[config.mk]
export PLATFORM = sky130hd
export DESIGN_NAME = cpu_clk_gen
export DESIGN_NICKNAME = d
export VERILOG_FILES = /design/src/rtl/cpu_clk_pkg.sv /design/src/rtl/clk_div_ch.sv /design/src/rtl/cpu_clk_gen.sv
export SDC_FILE = /design/constraint.sdc
export NUM_CORES = 1
export LEC_CHECK = 0
export ABC_AREA = 1
export CAP_MARGIN = 10
export CELL_PAD_IN_SITES_DETAIL_PLACEMENT = 1
export CELL_PAD_IN_SITES_GLOBAL_PLACEMENT = 2
export CORE_MARGIN = 1
export CORE_UTILIZATION = 25
export CTS_BUF_LIST = sky130_fd_sc_hd__clkbuf_8
export DETAILED_ROUTE_END_ITERATION = 12
export PLACE_DENSITY = 0.64
export SLEW_MARGIN = 20
export SYNTH_ARGS = -nofsm -noshare
export SYNTH_HDL_FRONTEND = slang
export SYNTH_SLANG_ARGS = --single-unit
[constraint.sdc]
create_clock -name clk -period 2.3 [get_ports clk]
set_input_delay 0.46 -clock clk [delete_from_list [all_inputs] [get_ports clk]]
set_output_delay 0.46 -clock clk [all_outputs]
set_load 0.005 [all_outputs]
[src/rtl/cpu_clk_pkg.sv]
// Shared constants for the CPU clock generator: mode codes, FSM encodings, default widths.
package cpu_clk_pkg;

  localparam int DEF_CNT_W = 32;

  localparam logic [1:0] MODE_RUN  = 2'b00;
  localparam logic [1:0] MODE_STEP = 2'b01;
  localparam logic [1:0] MODE_HALT = 2'b10;

  typedef logic [1:0] state_t;

  localparam state_t ST_FREE = 2'd0;
  localparam state_t ST_HOLD = 2'd1;
  localparam state_t ST_STEP = 2'd2;

  function automatic logic is_run(input logic [1:0] m);
    return m == MODE_RUN;
  endfunction

endpackage

[src/rtl/clk_div_ch.sv]
// One divided-clock channel: counter 0..div-1, toggles div_clk on wrap, tick on rising toggle.
module clk_div_ch
  import cpu_clk_pkg::*;
#(
  parameter int CNT_W = DEF_CNT_W
) (
  input  logic             clk,
  input  logic             rst,
  input  logic             en,
  input  logic             restart,
  input  logic [CNT_W-1:0] div,
  output logic             div_clk,
  output logic             tick,
  output logic             fall_nxt
);

  logic [CNT_W-1:0] cnt;
  logic [CNT_W-1:0] last;
  logic             wrap;

  // A divisor of 0 wraps every cycle, same as 1.
  assign last     = (div == '0) ? '0 : div - CNT_W'(1);
  assign wrap     = (cnt == last);
  // Next enabled edge takes div_clk 1->0; lets the step FSM end on that same edge.
  assign fall_nxt = en & ~restart & wrap & div_clk;

  always_ff @(posedge clk or negedge rst) begin
    if (!rst) begin
      cnt     <= '0;
      div_clk <= 1'b0;
      tick    <= 1'b0;
    end else if (restart) begin
      cnt     <= '0;
      div_clk <= 1'b0;
      tick    <= 1'b0;
    end else if (en) begin
      if (wrap) begin
        cnt     <= '0;
        div_clk <= ~div_clk;
        tick    <= ~div_clk;
      end else begin
        cnt  <= cnt + CNT_W'(1);
        tick <= 1'b0;
      end
    end else begin
      tick <= 1'b0;
    end
  end

endmodule

[src/rtl/cpu_clk_gen.sv]
// Multi-channel clock generator with run/halt/step control and runtime divisor reload.
// Define CLKGEN_STEP_EN to build the single-step state and step_req synchroniser.
module cpu_clk_gen
  import cpu_clk_pkg::*;
#(
  parameter int NCH     = 5,
  parameter int CNT_W   = DEF_CNT_W,
  parameter int DEF_DIV = 3
) (
  input  logic                 clk,
  input  logic                 rst,
  input  logic [1:0]           mode,
  input  logic                 step_req,
  input  logic                 cfg_load,
  input  logic [NCH*CNT_W-1:0] div_cfg,
  output logic [NCH-1:0]       div_clk,
  output logic [NCH-1:0]       tick,
  output logic                 busy,
  output logic                 run_led
);

  logic [1:0]                 mode_s1, mode_s2;
  logic [1:0]                 vld_pipe;
  logic [NCH-1:0][CNT_W-1:0]  div_q;
  state_t                     state, state_nxt;
  logic                       en;
  logic [NCH-1:0]             fall_nxt;
  logic                       unused_fall;

  assign unused_fall = ^fall_nxt;

  // vld_pipe keeps the FSM from acting on the reset value of the mode synchroniser.
  always_ff @(posedge clk or negedge rst) begin
    if (!rst) begin
      mode_s1  <= 2'b00;
      mode_s2  <= 2'b00;
      vld_pipe <= 2'b00;
    end else begin
      mode_s1  <= mode;
      mode_s2  <= mode_s1;
      vld_pipe <= {vld_pipe[0], 1'b1};
    end
  end

  always_ff @(posedge clk or negedge rst) begin
    if (!rst)          div_q <= {NCH{CNT_W'(DEF_DIV)}};
    else if (cfg_load) div_q <= div_cfg;
  end

`ifdef CLKGEN_STEP_EN
  logic [2:0] step_s;
  logic       step_rise;

  always_ff @(posedge clk or negedge rst) begin
    if (!rst) step_s <= 3'b000;
    else      step_s <= {step_s[1:0], step_req};
  end

  assign step_rise = step_s[1] & ~step_s[2];
`else
  logic unused_step;
  assign unused_step = step_req;
`endif

  always_comb begin
    state_nxt = state;
    if (vld_pipe[1]) begin
      if (is_run(mode_s2)) begin
        state_nxt = ST_FREE;
      end else begin
        case (state)
          ST_FREE: state_nxt = ST_HOLD;
`ifdef CLKGEN_STEP_EN
          ST_HOLD: if (step_rise && mode_s2 == MODE_STEP && !cfg_load) state_nxt = ST_STEP;
          ST_STEP: if (cfg_load || mode_s2 != MODE_STEP || fall_nxt[0]) state_nxt = ST_HOLD;
`endif
          default: state_nxt = ST_HOLD;
        endcase
      end
    end
  end

  always_ff @(posedge clk or negedge rst) begin
    if (!rst) begin
      state   <= ST_HOLD;
      run_led <= 1'b0;
    end else begin
      state   <= state_nxt;
      run_led <= (state_nxt == ST_FREE);
    end
  end

`ifdef CLKGEN_STEP_EN
  always_ff @(posedge clk or negedge rst) begin
    if (!rst) busy <= 1'b0;
    else      busy <= (state_nxt == ST_STEP);
  end
`else
  assign busy = 1'b0;
`endif

  assign en = (state == ST_FREE) || (state == ST_STEP);

  for (genvar i = 0; i < NCH; i++) begin : g_ch
    clk_div_ch #(.CNT_W(CNT_W)) u_ch (
      .clk      (clk),
      .rst      (rst),
      .en       (en),
      .restart  (cfg_load),
      .div      (div_q[i]),
      .div_clk  (div_clk[i]),
      .tick     (tick[i]),
      .fall_nxt (fall_nxt[i])
    );
  end

endmodule
; Word level (Yosys, flattened, before mapping)
; Cells that the tools add are included.
[classes]
addsub = 10
mul = 0
div_mod_pow = 0
order_cmp = 0
eq_ne = 6
shifts = 0
mux = 52
n_bitwise = 5
reduce_logical = 20
[op_table]
columns = operator, n
row1 = $mux 32, 20
row2 = $add 32x1->32 const B, 5
row3 = $eq 32x32->1, 5
row4 = $logic_not 32->1, 5
row5 = $sub 32x1->32 const B, 5
row6 = $mux 1, 31
row7 = $reduce_bool 2->1, 6
row8 = $reduce_and 2->1, 5
row9 = $logic_not 2->1, 3
row10 = $not 1->1, 5
row11 = $eq 2x2->1 const B, 1
row12 = $mux 2, 1
row13 = $logic_or 1x1->1, 1
[word_totals]
ff_bits = 339
latch_bits = 0
ram_bits = 0
mem_bits_ro = 0
out_inout_bits = 12
mem_count = 0

; Longest topological paths before layout
; Gate-level depths: netlist of run 1.
[depth]
depth_word = 6
depth_mapped = 20
mapped_depth_nobuf = 20

; By module
; From an unflattened synthesis of run 1, not the netlist that was laid out.
[unflattened]
cells_unflattened = 3825
area_unflattened_um2 = 24748.7
[by_module_without_submodules]
columns = module, instances, cells_each, area_per_inst_um2
row1 = clk_div_ch at g_ch[1].u_ch ..., 2, 619, 3663.5
row2 = cpu_clk_gen, 1, 696, 6487.5
row3 = clk_div_ch at g_ch[4].u_ch, 1, 629, 3654.8
row4 = clk_div_ch at g_ch[3].u_ch, 1, 632, 3642.2
row5 = clk_div_ch at g_ch[0].u_ch, 1, 630, 3637.2

; Worst setup path after synthesis of run 1
; Ideal clock, no wire load.
[synth_timing]
kind = reg-to-reg
startpoint = register div_q[32] in the netlist's numbering
endpoint = register g_ch[1].u_ch.cnt[18]
setup_time_ps = 132
arrival_time_ps = 2311
required_time_ps = 2168
path_slack_ps = -143
path_stages_with_launch = 18
path_buffers = 3
synth_period_minus_slack_ps = 2443
cell_sequence = dfstp_2 -> inv_1 -> ha_1 -> nand2_2 -> nor2_2 -> buf_4 -> nand2_2 -> nor2_4 -> buf_6 -> o21ai_0 -> nand3_1 -> nor2_1 -> nand2_1 -> nor2_1 -> nand3_2 -> nand2_2 -> buf_4 -> o22ai_1
[synth_between]
elab_chain_cells = 6
word_cells_on_any_way = 7
classes_between = add/sub (1) / eq/ne (1) / mux (4) / reduce/logical (1)
[synth_rtl]
columns = element, line
row1 = start: declaration, cpu_clk_gen.sv:24  ; logic [NCH-1:0][CNT_W-1:0] div_q;
row2 = start signal: assignment, cpu_clk_gen.sv:46  ; if (!rst) div_q <= {NCH{CNT_W'(DEF_DIV)}};
row3 = start signal: assignment, cpu_clk_gen.sv:47  ; else if (cfg_load) div_q <= div_cfg;
row4 = $sub 32x1->32 / $logic_not 32->1 (equally long branches), clk_div_ch.sv:22  ; assign last = (div == '0) ? '0 : div - CNT_W'(1);
row5 = $mux 32 (*), clk_div_ch.sv:22
row6 = $eq 32x32->1 (*), clk_div_ch.sv:23  ; assign wrap = (cnt == last);
row7 = $mux 32 (*), clk_div_ch.sv:37  ; if (wrap) begin
row8 = $mux 32 (*), clk_div_ch.sv:36  ; end else if (en) begin
row9 = $mux 32 (*), clk_div_ch.sv:32  ; end else if (restart) begin
row10 = end signal: assignment, clk_div_ch.sv:42  ; cnt <= cnt + CNT_W'(1);
row11 = end: declaration, clk_div_ch.sv:17  ; logic [CNT_W-1:0] cnt;
; Mark *: on every way between the ends. The rest lies on a longest branch, timed or not. The select of a mux whose other input is x is not followed.
; A chain may end at the register's enable or synchronous reset.

; Worst setup path in the final report of run 1
[layout_timing]
startpoint = register div_q[67] in the netlist's numbering
endpoint = register g_ch[2].u_ch.div_clk
[layout_between]
elab_chain_cells = 5
word_cells_on_any_way = 6
classes_between = add/sub (1) / eq/ne (1) / mux (1) / reduce/logical (3)
[layout_rtl]
columns = element, line
row1 = $sub 32x1->32 / $logic_not 32->1 (equally long branches), clk_div_ch.sv:22
row2 = $mux 32 (*), clk_div_ch.sv:22
row3 = $eq 32x32->1 (*), clk_div_ch.sv:23
row4 = $reduce_bool 2->1 (no line) (*), n/a
row5 = $reduce_and 2->1 (no line) (*), n/a
row6 = end signal: assignment, clk_div_ch.sv:39  ; div_clk <= ~div_clk;
row7 = end: declaration, clk_div_ch.sv:12  ; output logic div_clk,
; Mark *: on every way between the ends. The rest lies on a longest branch, timed or not.

==> flow_summary.toml, run 1 <==
[grt]
grt_pass1_vias = 29270
overflow = 0
grt_max_degree = 118
grt_pass1_wl_um = 164300
antenna_found_initial = 2
grt.total_usage = 0.2123

[sta]
finalSetupViolations = 170
fmax_mhz = 360.0
rsz0062_at_grt = "yes"
period_share = 1.208
final_hold_viol_count = 0
max-slew-margin-rel = 0.5641
fin_ws_ns = -0.4778
slew_viol_final = 0
whs_ns = 0.1488
worst_pin_slew_ns = 0.6529
min_period_ns = 2.778
finalClockSkew_ns = 0.04003

[floorplan]
dieWidth_um = 314.5
io_pins = 178
core.rowCount = 114
fp.coreArea_um2 = 96710
die_h_um = 314.5
die-area_um2 = 98890
initial_utilization = 0.2524

[drt]
first_pass_iters = 4
drtIter0Drc = 1283
drt-total-wl_um = 107600
wl_per_cell_um = 17.70
via_per_inst = 4.670
ant_nets = 0
vias = 28380
drc = 0

[cts]
root_buffer = "clkbuf_8"
htreeDepth = 3
clock-sinks = 339
cts_tree = "done"
clockBufferDepth = 3
clkTransAtPathRegs_ns = 0.06
cts_buffers = 74
clock_latency_ns = 0.71

[pwr]
powerDensity_nw_per_um2 = 499.0
ir_drop_uv = 293.4
p_leak_nw = 17.45
fin_total_pwr_mw = 18.70

[critical_path]
crit_path_end_kind = "flop"
reg2reg_depth = 21
r2r-end = "g_ch[2].u_ch.div_clk$_DFFE_PN0P_"
cpLargestDelayFamily = "simple AND/OR/NAND/NOR gates"
rrSetupSlack_ns = -0.48
cp_data_arrival_time_ns = 3.35
cp_slowest_stage_delay_ns = 0.40
crit_type = "reg2reg"
cp.buffers_inverters = 4
crit_top_cell = "nand2_2"
required_ns = 2.87
path_cells = "buf_6 > nor2_4 > nand2_8 > nor2_8 > nand2_4 > nor2_8 > buf_12 > clkinv_16 > nand2_2 > nand2_2 > nand2_2 > nand3_1 > nor2_1 > nand2_1 > nor2_2 > nand3_2 > nand2_4 > buf_12 > nand2_2 > nand2_1 > nand2_1"
crit_fanout = 7
crit_slowest_cell = "dfrtp_1"
worstSetupStartpointType = "flop"
timing.rr.start = "div_q[67]$_DFFE_PN0P_"

[hold_path]
min_path_cells = 4
hold_path.startpoint = "cfg_load"
hold-path-endpoint = "g_ch[1].u_ch.tick$_DFF_PN0_"
worstHoldPathType = "in2reg"

[synthesis]
synth_fp_nets = 3944
synth_cell_types = 47
yosysSeqAreaShare = 0.3481
yosys_warnings = 0
post_synth.cell_area_avg_um2 = 6.478
synth_cells = 3768
synth-seq-cells = 339
netlist_area_um2 = 24410

[final_layout]
syn2layout_area_growth_pct = 53.52
layout_common_cells = "nand2_1 (1069), buf_4 (751), inv_1 (400), nor2_1 (389), dfrtp_1 (324)"
drive_gt1_frac = 0.2903
final_common_cell = "nand2_1"
final_net_count = 4918

[place]
numPortBuffers = 175
place_congestion = 0.8459
dp_hpwl_um = 82470

[flow_run]
cap_violations = 0

[status]
outcome = "finished with violations"
failed_checks = "negative setup slack"
[layer usage]
layer | up-vias | track usage | routed length [µm]
li1 | 14130 | - | -
met4 | 0 | 0.05042 | 2263
met3 | 129 | 0.02918 | 3455
met2 | 371 | 0.3365 | 48740
met5 | - | 0 | 0
met1 | 13750 | 0.3030 | 53110
[through the flow]
stage	cell area [µm²]	util	std cells	TNS, ns	worst slack, ns
after detailed placement	33010	0.3414	5838	-83.98	-0.6468
after CTS	35590	0.3680	6018	-56.55	-0.3974
final	37470	0.3875	6077	-62.49	-0.4778
after global routing	37470	0.3875	6076	-86.50	-0.6147
after floorplan	24520	-	3768	-0.03514	-0.003534
after global placement	33010	0.3414	5838	-79.44	-0.6115
[registers in the layout, indices dropped and copies added, names as in the netlist]
name and flops:
div_q 160, g_ch.u_ch.cnt 160, g_ch.u_ch.tick 5, mode_s1 2
run_led 1, state 2, vld_pipe 2, g_ch.u_ch.div_clk 5
mode_s2 2
[cell type report]
cell class / count / area (µm²)
clock buffer: 93 / 1280
inverter: 400 / 1533
timing repair inverter: 3 / 38.79
tap: 1276 / 1597
sequential: 339 / 8502
clock inverter: 39 / 274.0
antenna: 3 / 7.507
multi-input combinational: 2912 / 15350
timing repair buffer: 1012 / 8894
fill: 12170 / 59230
[Yosys cell counts (all sizes together)]
| library cell | n | area share |
|---|---|---|
| nand2 | 1191 | 0.19 |
| o31ai | 2 | 0.00061 |
| o211ai | 1 | 0.00031 |
| a21boi | 10 | 0.0031 |
| clkbuf | 58 | 0.0089 |
| o22ai | 27 | 0.0069 |
| dfstp | 11 | 0.012 |
| conb | 2 | 0.00031 |
| nand4 | 177 | 0.047 |
| o21ai | 240 | 0.049 |
| a21o | 1 | 0.00031 |
| buf | 62 | 0.018 |
| and2 | 5 | 0.0013 |
| o2111ai | 1 | 0.00036 |
| xnor2 | 9 | 0.0032 |
| ha | 10 | 0.0051 |
| a21oi | 119 | 0.024 |
| nor4 | 23 | 0.0059 |
| dfrtp | 328 | 0.34 |
| inv | 400 | 0.062 |
| and3 | 4 | 0.0010 |
| nor2 | 541 | 0.091 |
| nor3b | 4 | 0.0012 |
| or3 | 2 | 0.00051 |
| xor2 | 143 | 0.051 |
| nand3 | 300 | 0.063 |
| nand3b | 4 | 0.0012 |
| o311ai | 1 | 0.00036 |
| nor3 | 82 | 0.017 |
| or2 | 5 | 0.0013 |
| o21bai | 5 | 0.0015 |
[worst register-to-register path: stages, from the launching register on]
cell and delay (ns):
dfrtp_1 0.40, buf_6 0.13, nor2_4 0.16, nand2_8 0.09, nor2_8 0.17, nand2_4 0.09
nor2_8 0.15, buf_12 0.19, clkinv_16 0.08, nand2_2 0.06, nand2_2 0.05, nand2_2 0.07
nand3_1 0.06, nor2_1 0.14, nand2_1 0.08, nor2_2 0.14, nand3_2 0.13, nand2_4 0.17
buf_12 0.15, nand2_2 0.04, nand2_1 0.06, nand2_1 0.05
[cell families after synthesis]
logic type	after synthesis	synth area share
simple gates	2338	0.4160
buf+inv	520	0.08883
compound gates	407	0.08709
flops	339	0.3481
xor+xnor	152	0.05454
fa+ha+maj	10	0.005126
other cells	2	0.0003077
[worst max path at each step]
stage	from	to	slack (ns)	depth (start not counted)
6_report	div_q[67]$_DFFE_PN0P_	g_ch[2].u_ch.div_clk$_DFFE_PN0P_	-0.48	21
5_1_grt	div_q[96]$_DFFE_PN1P_	g_ch[3].u_ch.div_clk$_DFFE_PN0P_	-0.61	20
4_1_cts	div_q[1]$_DFFE_PN1P_	g_ch[0].u_ch.cnt[22]$_DFFE_PN0P_	-0.40	20
3_5_place_dp	div_q[97]$_DFFE_PN1P_	g_ch[3].u_ch.cnt[28]$_DFFE_PN0P_	-0.65	17
3_3_place_gp	div_q[97]$_DFFE_PN1P_	g_ch[3].u_ch.cnt[27]$_DFFE_PN0P_	-0.61	17
2_1_floorplan	div_q[64]$_DFFE_PN1P_	g_ch[2].u_ch.cnt[25]$_DFFE_PN0P_	-0.004	18
[timing repair]
action / 4_1_cts / 5_1_grt
cloned: 11 / 18
endpoints found under the setup margin: 170 / 171
resized for setup: 167 / 365
hold endpoints to repair: 246 / 0
buffers inserted: 37 / 51
hold buffers: 1 / 0
pin swaps: 38 / 156
[where the power goes]
part	leakage, nW	internal (mW)	switching (mW)	total, mW
clock	0.883	4.07	3.15	7.22
sequential	4.40	6.28	0.253	6.53
combinational	12.2	2.34	2.62	4.95
total	17.4	12.7	6.02	18.7
(Power assumes the default switching activity.)
==> run 2: changes to the inputs <==
--- a/config.mk
+++ b/config.mk
@@ -12,6 +12,7 @@
 export CORE_MARGIN = 1
 export CORE_UTILIZATION = 25
 export CTS_BUF_LIST = sky130_fd_sc_hd__clkbuf_8
+export CTS_CLUSTER_SIZE = 30
 export DETAILED_ROUTE_END_ITERATION = 12
 export PLACE_DENSITY = 0.64
 export SLEW_MARGIN = 20
==> results of run 2 <==
Same layout as run 1: the final DEF is identical, and so are final timing and power.
